--- src/rtl/core_sync_pkg.sv ---
// Shared types and constants for the multicore run sequencer.
package core_sync_pkg;

  localparam int MAX_CORES = 16;

  typedef logic [MAX_CORES-1:0] core_mask_t;

  typedef enum logic [1:0] {
    IDLE   = 2'd0,
    LAUNCH = 2'd1,
    RUN    = 2'd2,
    FINISH = 2'd3
  } sync_state_e;

endpackage

--- src/rtl/core_popcount.sv ---
// Combinational population count of an N-bit vector; zero latency, no flow control.
module core_popcount #(
  parameter int N     = 16,
  parameter int CNT_W = $clog2(N + 1)
) (
  input  logic [N-1:0]     vec,
  output logic [CNT_W-1:0] cnt
);

  always_comb begin
    cnt = '0;
    for (int i = 0; i < N; i++) begin
      cnt = cnt + CNT_W'(vec[i]);
    end
  end

endmodule

--- src/rtl/core_sync_ctrl.sv ---
// Launches one run on the masked cores, gathers done, reports completion and run length.
// core_start 1 cycle after accept, all_done 1 cycle after last done; start outside IDLE is dropped.
// Optional run timeout built when CORE_SYNC_TIMEOUT_EN is defined.
module core_sync_ctrl
  import core_sync_pkg::*;
#(
  parameter int NUM_CORES   = 16,
  parameter int CYC_W       = 32,
  parameter int TIMEOUT_CYC = 1000000
) (
  input  logic                           clk,
  input  logic                           rst,
  input  logic                           start,
  input  logic [NUM_CORES-1:0]           core_en,
  input  logic [NUM_CORES-1:0]           core_done,
  output logic [NUM_CORES-1:0]           core_start,
  output logic                           busy,
  output logic                           all_done,
  output logic                           start_err,
  output logic [$clog2(NUM_CORES+1)-1:0] active_cnt,
  output logic [CYC_W-1:0]               cycle_cnt,
  output logic                           timeout
);

  localparam int CNT_W = $clog2(NUM_CORES + 1);

  sync_state_e          state_q, state_d;
  logic [NUM_CORES-1:0] en_q, en_d;
  logic [NUM_CORES-1:0] done_seen_q, done_seen_d;
  logic [NUM_CORES-1:0] core_start_q, core_start_d;
  logic                 busy_q, busy_d;
  logic                 all_done_q, all_done_d;
  logic                 start_err_q, start_err_d;
  logic [CNT_W-1:0]     active_cnt_q, active_cnt_d;
  logic [CYC_W-1:0]     cycle_cnt_q, cycle_cnt_d;
  logic                 timeout_q, timeout_d;

  logic [CNT_W-1:0]     pop_cnt;
  logic [NUM_CORES-1:0] done_hit;
  logic                 done_all;
  logic [CYC_W-1:0]     cyc_inc;

  core_popcount #(
    .N     (NUM_CORES),
    .CNT_W (CNT_W)
  ) u_popcount (
    .vec (core_en),
    .cnt (pop_cnt)
  );

`ifdef CORE_SYNC_TIMEOUT_EN
  localparam logic [CYC_W-1:0] TO_LIM = CYC_W'(TIMEOUT_CYC);
`else
  logic unused_timeout_cfg;
  assign unused_timeout_cfg = (TIMEOUT_CYC != 0);
`endif

  // Completion looks at this cycle's done too, so the last done finishes the run without delay.
  assign done_hit = core_done & en_q;
  assign done_all = ((done_seen_q | done_hit) == en_q);
  assign cyc_inc  = (&cycle_cnt_q) ? cycle_cnt_q : cycle_cnt_q + CYC_W'(1);

  always_comb begin
    state_d      = state_q;
    en_d         = en_q;
    done_seen_d  = done_seen_q;
    core_start_d = '0;
    busy_d       = busy_q;
    all_done_d   = 1'b0;
    start_err_d  = 1'b0;
    active_cnt_d = active_cnt_q;
    cycle_cnt_d  = cycle_cnt_q;
    timeout_d    = timeout_q;

    case (state_q)
      IDLE: begin
        if (start) begin
          if (|core_en) begin
            en_d         = core_en;
            done_seen_d  = '0;
            active_cnt_d = pop_cnt;
            cycle_cnt_d  = '0;
            timeout_d    = 1'b0;
            core_start_d = core_en;
            busy_d       = 1'b1;
            state_d      = LAUNCH;
          end else begin
            start_err_d = 1'b1;
          end
        end
      end

      LAUNCH: begin
        done_seen_d = done_seen_q | done_hit;
        cycle_cnt_d = cyc_inc;
        state_d     = RUN;
      end

      RUN: begin
        done_seen_d = done_seen_q | done_hit;
        cycle_cnt_d = cyc_inc;
        if (done_all) begin
          all_done_d = 1'b1;
          busy_d     = 1'b0;
          state_d    = FINISH;
        end
`ifdef CORE_SYNC_TIMEOUT_EN
        else if (cyc_inc >= TO_LIM) begin
          // Abandon the stragglers but still close the run so the host is not left waiting.
          all_done_d = 1'b1;
          busy_d     = 1'b0;
          timeout_d  = 1'b1;
          state_d    = FINISH;
        end
`endif
      end

      FINISH: begin
        state_d = IDLE;
      end

      default: begin
        state_d = IDLE;
        busy_d  = 1'b0;
      end
    endcase
  end

  always_ff @(posedge clk or posedge rst) begin
    if (rst) begin
      state_q      <= IDLE;
      en_q         <= '0;
      done_seen_q  <= '0;
      core_start_q <= '0;
      busy_q       <= 1'b0;
      all_done_q   <= 1'b0;
      start_err_q  <= 1'b0;
      active_cnt_q <= '0;
      cycle_cnt_q  <= '0;
      timeout_q    <= 1'b0;
    end else begin
      state_q      <= state_d;
      en_q         <= en_d;
      done_seen_q  <= done_seen_d;
      core_start_q <= core_start_d;
      busy_q       <= busy_d;
      all_done_q   <= all_done_d;
      start_err_q  <= start_err_d;
      active_cnt_q <= active_cnt_d;
      cycle_cnt_q  <= cycle_cnt_d;
      timeout_q    <= timeout_d;
    end
  end

  assign core_start = core_start_q;
  assign busy       = busy_q;
  assign all_done   = all_done_q;
  assign start_err  = start_err_q;
  assign active_cnt = active_cnt_q;
  assign cycle_cnt  = cycle_cnt_q;
  assign timeout    = timeout_q;

endmodule
--- config.mk ---
export PLATFORM = sky130hd
export DESIGN_NAME = core_sync_ctrl
export DESIGN_NICKNAME = d
export VERILOG_FILES = /design/src/rtl/core_sync_pkg.sv /design/src/rtl/core_popcount.sv /design/src/rtl/core_sync_ctrl.sv
export SDC_FILE = /design/constraint.sdc
export NUM_CORES = 1
export LEC_CHECK = 0
export ABC_AREA = 1
export CORE_UTILIZATION = 53
export CTS_CLUSTER_SIZE = 8
export DETAILED_ROUTE_END_ITERATION = 8
export PLACE_DENSITY = 0.83
export SLEW_MARGIN = 10
export SYNTH_ARGS = -nofsm -noshare
export SYNTH_HDL_FRONTEND = slang
export SYNTH_HIERARCHICAL = 1
export SYNTH_SLANG_ARGS = --single-unit
--- constraint.sdc ---
create_clock -name clk -period 3.5 [get_ports clk]
set_clock_uncertainty 0.15 [all_clocks]
set_input_delay 0.35 -clock clk [delete_from_list [all_inputs] [get_ports clk]]
set_output_delay 0.35 -clock clk [all_outputs]
set_load 0.03 [all_outputs]
Word-level counts from Yosys, hierarchy flattened

Cells that the tools add are included.
Widths: inputs -> output; s select.

Add/subtract/negate cells: 16
Multiply operators: 0
Div/mod/pow operators: 0
$lt $le $gt $ge: 0
Equal/unequal tests: 8
Shifts and indexed selects: 0
Mux-type cells: 23
Bitwise operators: 2
Reductions and logical operators: 11

Operators with widths:

| operator              | number |
|---|---|
| $mux 32               | 3 |
| $mux 16               | 5 |
| $add 5x1->5           | 14 |
| $pmux 32 s2           | 1 |
| $add 32x1->32 const B | 1 |
| $pmux 16 s2           | 1 |
| $reduce_and 32->1     | 1 |
| $and 16x16->16        | 1 |
| $eq 16x16->1          | 1 |
| $or 16x16->16         | 1 |
| $reduce_or 16->1      | 1 |
| $reduce_and 3->1      | 3 |
| $mux 1                | 8 |
| $ne 2x2->1 const B    | 4 |
| $pmux 2 s4            | 1 |
| $reduce_and 4->1      | 2 |
| $mux 2                | 3 |
| $eq 2x2->1 const B    | 2 |
| $reduce_bool 2->1     | 2 |
| $add 1x1->2           | 1 |
| $eq 2x1->1 const B    | 1 |
| $logic_not 2->1       | 1 |
| $pmux 1 s2            | 1 |
| $reduce_or 2->1       | 1 |

Flip-flop bits (word level): 90
Bits in latches: 0
Memory bits (writable): 0
Memory bits (read-only): 0
Memories kept: 0

Logic depth before layout (Yosys ltp)

Word-level depth: 15
Depth in mapped cells: 14
Mapped depth without buffers: 14

Hierarchy

Netlist, hierarchy kept.

Modules (own cells, without submodules):

| module         | times used | cells each | area each (um^2) |
|---|---|---|---|
| core_sync_ctrl | 1          | 653        | 4,813.4 |
| core_popcount  | 1          | 52         | 414.1 |

Least setup slack after synthesis

No wires, ideal clock.

Kind: input to register
Start point: input port core_en[0]
End point: register active_cnt_q[2], in the netlist active_cnt[2]
Setup time: 0.125 ns
Arrival time: 3.308 ns
Data required time: 3.225 ns
Path slack: -0.082 ns
Stages: 11
Path buffers: 0
Cells stage by stage: inv_1 -> fa_1 -> fa_1 -> fa_1 -> fa_1 -> inv_1 -> ha_1 -> inv_1 -> fa_1 -> xnor2_1 -> mux2_2

Cells in the longest elaborated chain, start to end: 15
Elaborated cells on any way between the ends: 17

Ends and longest elaborated chain:

| item                       | RTL line              | source |
|---|---|---|
| from (decl)                | core_sync_ctrl.sv:14  | `input logic [NUM_CORES-1:0] core_en,` |
| $add 1x1->2                | core_popcount.sv:13   | `cnt = cnt + CNT_W'(vec[i]);` |
| $add 5x1->5 (14 in series) | core_popcount.sv:13   |  |
| net pop_cnt[2]             | core_sync_ctrl.sv:38  | `logic [CNT_W-1:0] pop_cnt;` |
| to (signal assigned)       | core_sync_ctrl.sv:149 | `active_cnt_q <= active_cnt_d;` |
| to (decl)                  | core_sync_ctrl.sv:34  | `logic [CNT_W-1:0] active_cnt_q, active_cnt_d;` |

The timed path passes the listed nets, and every way through them passes these cells.
A chain may end at the register's enable or synchronous reset.

Final worst setup path

Start point: input port core_en[3]
End point: register active_cnt_q[1], in the netlist active_cnt[1]

Cells in the longest elaborated chain, start to end: 13
Elaborated cells on any way between the ends: 15

Ends and longest elaborated chain:

| item                       | RTL line |
|---|---|
| $add 5x1->5 (13 in series) | core_popcount.sv:13 |
| net pop_cnt[1]             | core_sync_ctrl.sv:38 |

The timed path passes the listed nets, and every way through them passes these cells.

==> load_flow_metrics.sql <==
INSERT INTO impl_metrics (metric_group, metric, value, unit) VALUES
('placed_design', 'placed_cells_incl_taps', '909', ''),
('setup_path', 'reg2reg_to', 'cycle_cnt[3]$_DFFE_PP0P_', ''),
('clocking', 'cts_buffer_depth', '2', ''),
('route', 'per_cell_via_count_in_the_routed_design', '5.40', ''),
('synth', 'synth.cell_area', '5230', 'µm²'),
('grt', 'via_count_of_the_first_global_routing_pass', '4963', ''),
('setup_path', 'worst_path_max_delay_cell', 'sky130_fd_sc_hd__fa_1', ''),
('outcome', 'run_status', 'finished, final reports clean', ''),
('clocking', 'cts_tree', 'built', ''),
('final_layout', 'most_common_cell_after_layout_fill_and_taps_aside', 'sky130_fd_sc_hd__nand2_1', ''),
('min_path', 'min_path_cells', '3', ''),
('pwr', 'power.density', '674', 'nW/µm²'),
('sta', 'timing.slew.headroom', '60.3', '%'),
('placed_design', 'dpl-instance-area', '6250', 'µm²'),
('grt', 'first_pass_grt_wire_length', '22600', 'µm'),
('sta', 'slew_violations', '0', ''),
('synth', 'post_synth.cell_area_avg', '7.41', 'µm²'),
('sta', 'unrepaired_setup_endpoints_after_global_routing', 'no', ''),
('final_layout', 'layout-area-overhead-vs-synth', '24.2', '%'),
('setup_path', 'critical_path.max_stage_delay', '0.58', 'ns'),
('route', 'avgRoutedWirePerCell', '14.5', 'µm'),
('setup_path', 'reg2reg_depth', '12', ''),
('floorplan', 'core_region_area', '9420', 'µm²'),
('grt', 'global_route.usage.total', '28.2', '%'),
('route', 'drc', '0', ''),
('synth', 'synth_cell_type_count', '34', ''),
('setup_path', 'crit_required', '3.60', 'ns'),
('route', 'drt_first_pass_iters', '5', ''),
('setup_path', 'reg2reg_setup_slack', '0.71', 'ns'),
('route', 'postRouteWirelength', '13400', 'µm'),
('sta', 'period_utilisation_layout', '98.6', '%'),
('placed_design', 'port_buffers', '90', ''),
('flow_run', 'cap_viol_max_count', '0', ''),
('synth', 'synth_top_family_by_area', 'simple AND/OR/NAND/NOR gates', ''),
('pwr', 'vdd_ir_drop_max', '0.448', 'mV'),
('setup_path', 'critical-path-top-cell-by-count', 'sky130_fd_sc_hd__fa_1', ''),
('grt', 'grt_start_max_net_pins', '59', ''),
('sta', 'max_freq', '0.290', 'GHz'),
('clocking', 'cts-root-buf', 'sky130_fd_sc_hd__clkbuf_8', ''),
('synth', 'synth.net_count', '758', ''),
('sta', 'tns', '0', 'ns'),
('setup_path', 'data_arrival_at_the_endpoint_of_the_critical_path', '3.55', 'ns'),
('floorplan', 'die_height', '101', 'µm'),
('min_path', 'hold_path_startpoint', 'core_en[0]', ''),
('synth', 'top_reg_cell_synth', 'sky130_fd_sc_hd__dfrtp_1', ''),
('pwr', 'leakage_dissipation', '3.05', 'nW'),
('synth', 'synth_simple_gate_area_share', '30.3', '%'),
('synth', 'ys_seq_elements', '90', ''),
('setup_path', 'end_kind', 'register', ''),
('synth', 'ys_seq_area_share', '43.1', '%'),
('synth', 'synthesis.yosys.warnings', '6', ''),
('floorplan', 'boundaryPins', '92', ''),
('synth', 'number_of_enable_type_register_cells_in_the_synthesized_netlist', '0', ''),
('setup_path', 'worstPathCellList', 'buf_2 > inv_2 > fa_1 > fa_1 > fa_1 > fa_1 > inv_2 > ha_4 > inv_2 > fa_2 > inv_1 > mux2_4', ''),
('sta', 'hold_viol', '0', ''),
('setup_path', 'start_kind', 'input pin', ''),
('synth', 'synthesis.instances', '705', ''),
('final_layout', 'count_of_filler_cells_inserted_in_the_layout', '782', ''),
('final_layout', 'layout.cells.most_common_list', 'sky130_fd_sc_hd__nand2_1, sky130_fd_sc_hd__inv_1, sky130_fd_sc_hd__dfrtp_1, sky130_fd_sc_hd__nor2_1, sky130_fd_sc_hd__clkdlybuf4s50_1', ''),
('floorplan', 'floorplan.initialDensity', '55.5', '%'),
('final_layout', 'post-route-cell-area', '6490', 'µm²'),
('sta', 'layout_min_cycle_time', '3.45', 'ns'),
('synth', 'synth_compound_area_share', '7.83', '%'),
('final_layout', 'post_layout_instance_count_excluding_filler_cells', '925', ''),
('placed_design', 'detailed_place_hpwl', '9700', 'µm'),
('route', 'route.antenna.remaining_nets', '0', ''),
('final_layout', 'num-nets-final', '844', ''),
('clocking', 'ctsHtreeMaxLevel', '3', ''),
('grt', 'initial_antenna_violation_count', '0', ''),
('clocking', 'clkLatencyLatePin', '0.36', 'ns'),
('sta', 'worstMarginPinSlew', '0.591', 'ns');
## worst max path at each step
stage | startpoint | endpoint | slack [ns] | cells after the start
2_1_floorplan | core_en[11] | active_cnt[1]$_DFFE_PP0P_ | -0.07 | 11
3_3_place_gp | core_en[11] | active_cnt[1]$_DFFE_PP0P_ | -0.64 | 12
3_5_place_dp | core_en[11] | active_cnt[1]$_DFFE_PP0P_ | -0.70 | 12
4_1_cts | core_en[11] | active_cnt[1]$_DFFE_PP0P_ | 0.002 | 12
5_1_grt | core_en[3] | active_cnt[1]$_DFFE_PP0P_ | 0.0009 | 12
6_report | core_en[3] | active_cnt[1]$_DFFE_PP0P_ | 0.05 | 12
## power by group
group / leakage (nW) / switching, mW / internal, mW
logic: 1.71 / 1.33 / 0.662
clock network: 0.135 / 0.391 / 0.554
registers: 1.20 / 0.170 / 1.26
total: 3.05 / 1.90 / 2.48
## state kept, by name (all words and copies together), names as in the netlist
signal,count
done_seen_q,16
all_done,1
core_start,16
active_cnt,5
start_err,1
cycle_cnt,32
state_q,2
busy,1
en_q,16
## through the flow
step | total power, mW | hold slack, ns | setup WS (ns) | util [%]
3_3_place_gp | 3.28 | 0.310 | -0.639 | 66.4
3_5_place_dp | 3.39 | 0.309 | -0.701 | 66.4
6_report | 4.38 | 0.108 | 0.0475 | 68.9
5_1_grt | 4.68 | 0.112 | 0.000897 | 68.9
4_1_cts | 4.36 | 0.118 | 0.00245 | 68.9
2_1_floorplan | 2.84 | 0.292 | -0.0702 | -
## area by class of cell
class	count	area [µm²]	share of cell area (%)
tap	129	161	2.49
sequential	90	2250	34.7
multi-input combinational	483	2480	38.1
timing repair buffer	96	913	14.1
clock buffer	9	124	1.91
inverter	111	418	6.44
clock inverter	7	146	2.26
## routing by layer
layer  share of wire, %  wire length (µm)  global-route usage [%]
met2                 50              6690                    50.0
met5                  0                 0                       0
met3                7.4               989                    6.42
met1                 40              5400                    33.5
met4                2.2               299                    10.6
## cells in the mapped netlist, types with 3 or more instances
cell type	instances	area [µm²]
sky130_fd_sc_hd__nand2_1	176	661
sky130_fd_sc_hd__inv_1	108	405
sky130_fd_sc_hd__dfrtp_1	90	2250
sky130_fd_sc_hd__nor2_1	87	327
sky130_fd_sc_hd__nand3_1	66	330
sky130_fd_sc_hd__o21ai_0	60	300
sky130_fd_sc_hd__nand4_1	14	87.6
sky130_fd_sc_hd__clkbuf_1	11	41.3
sky130_fd_sc_hd__nor3_1	11	55.1
sky130_fd_sc_hd__fa_1	10	200
sky130_fd_sc_hd__ha_1	8	100
sky130_fd_sc_hd__o21ai_1	7	35.0
sky130_fd_sc_hd__a21oi_1	6	30.0
sky130_fd_sc_hd__xor2_1	6	52.6
sky130_fd_sc_hd__buf_4	5	37.5
sky130_fd_sc_hd__mux2_2	5	56.3
sky130_fd_sc_hd__or2_2	5	31.3
sky130_fd_sc_hd__xnor2_1	5	43.8
sky130_fd_sc_hd__a21o_1	3	22.5
sky130_fd_sc_hd__buf_2	3	15.0
## cell families after synthesis
group / count (synthesis)
AND/OR/NAND/NOR: 369
buffers and inverters: 132
flip-flops: 90
AO/OA/AOI/OAI: 79
adder cells (fa/ha/maj): 18
XOR/XNOR: 11
multiplexers: 5
other: 1
## critical path: cells and delay by family
family                   cells  cell delay (ns)
adder cells (fa/ha/maj)      6             2.64
buffers and inverters        5             0.32
multiplexers                 1             0.26
## timing repair
item / in CTS / in global routing
hold buffers: 0 / 0
resized for setup: 37 / 5
setup endpoints to repair: 4 / 4
pin swaps: 8 / 5
No activity file was read; power rests on OpenSTA's default activity.
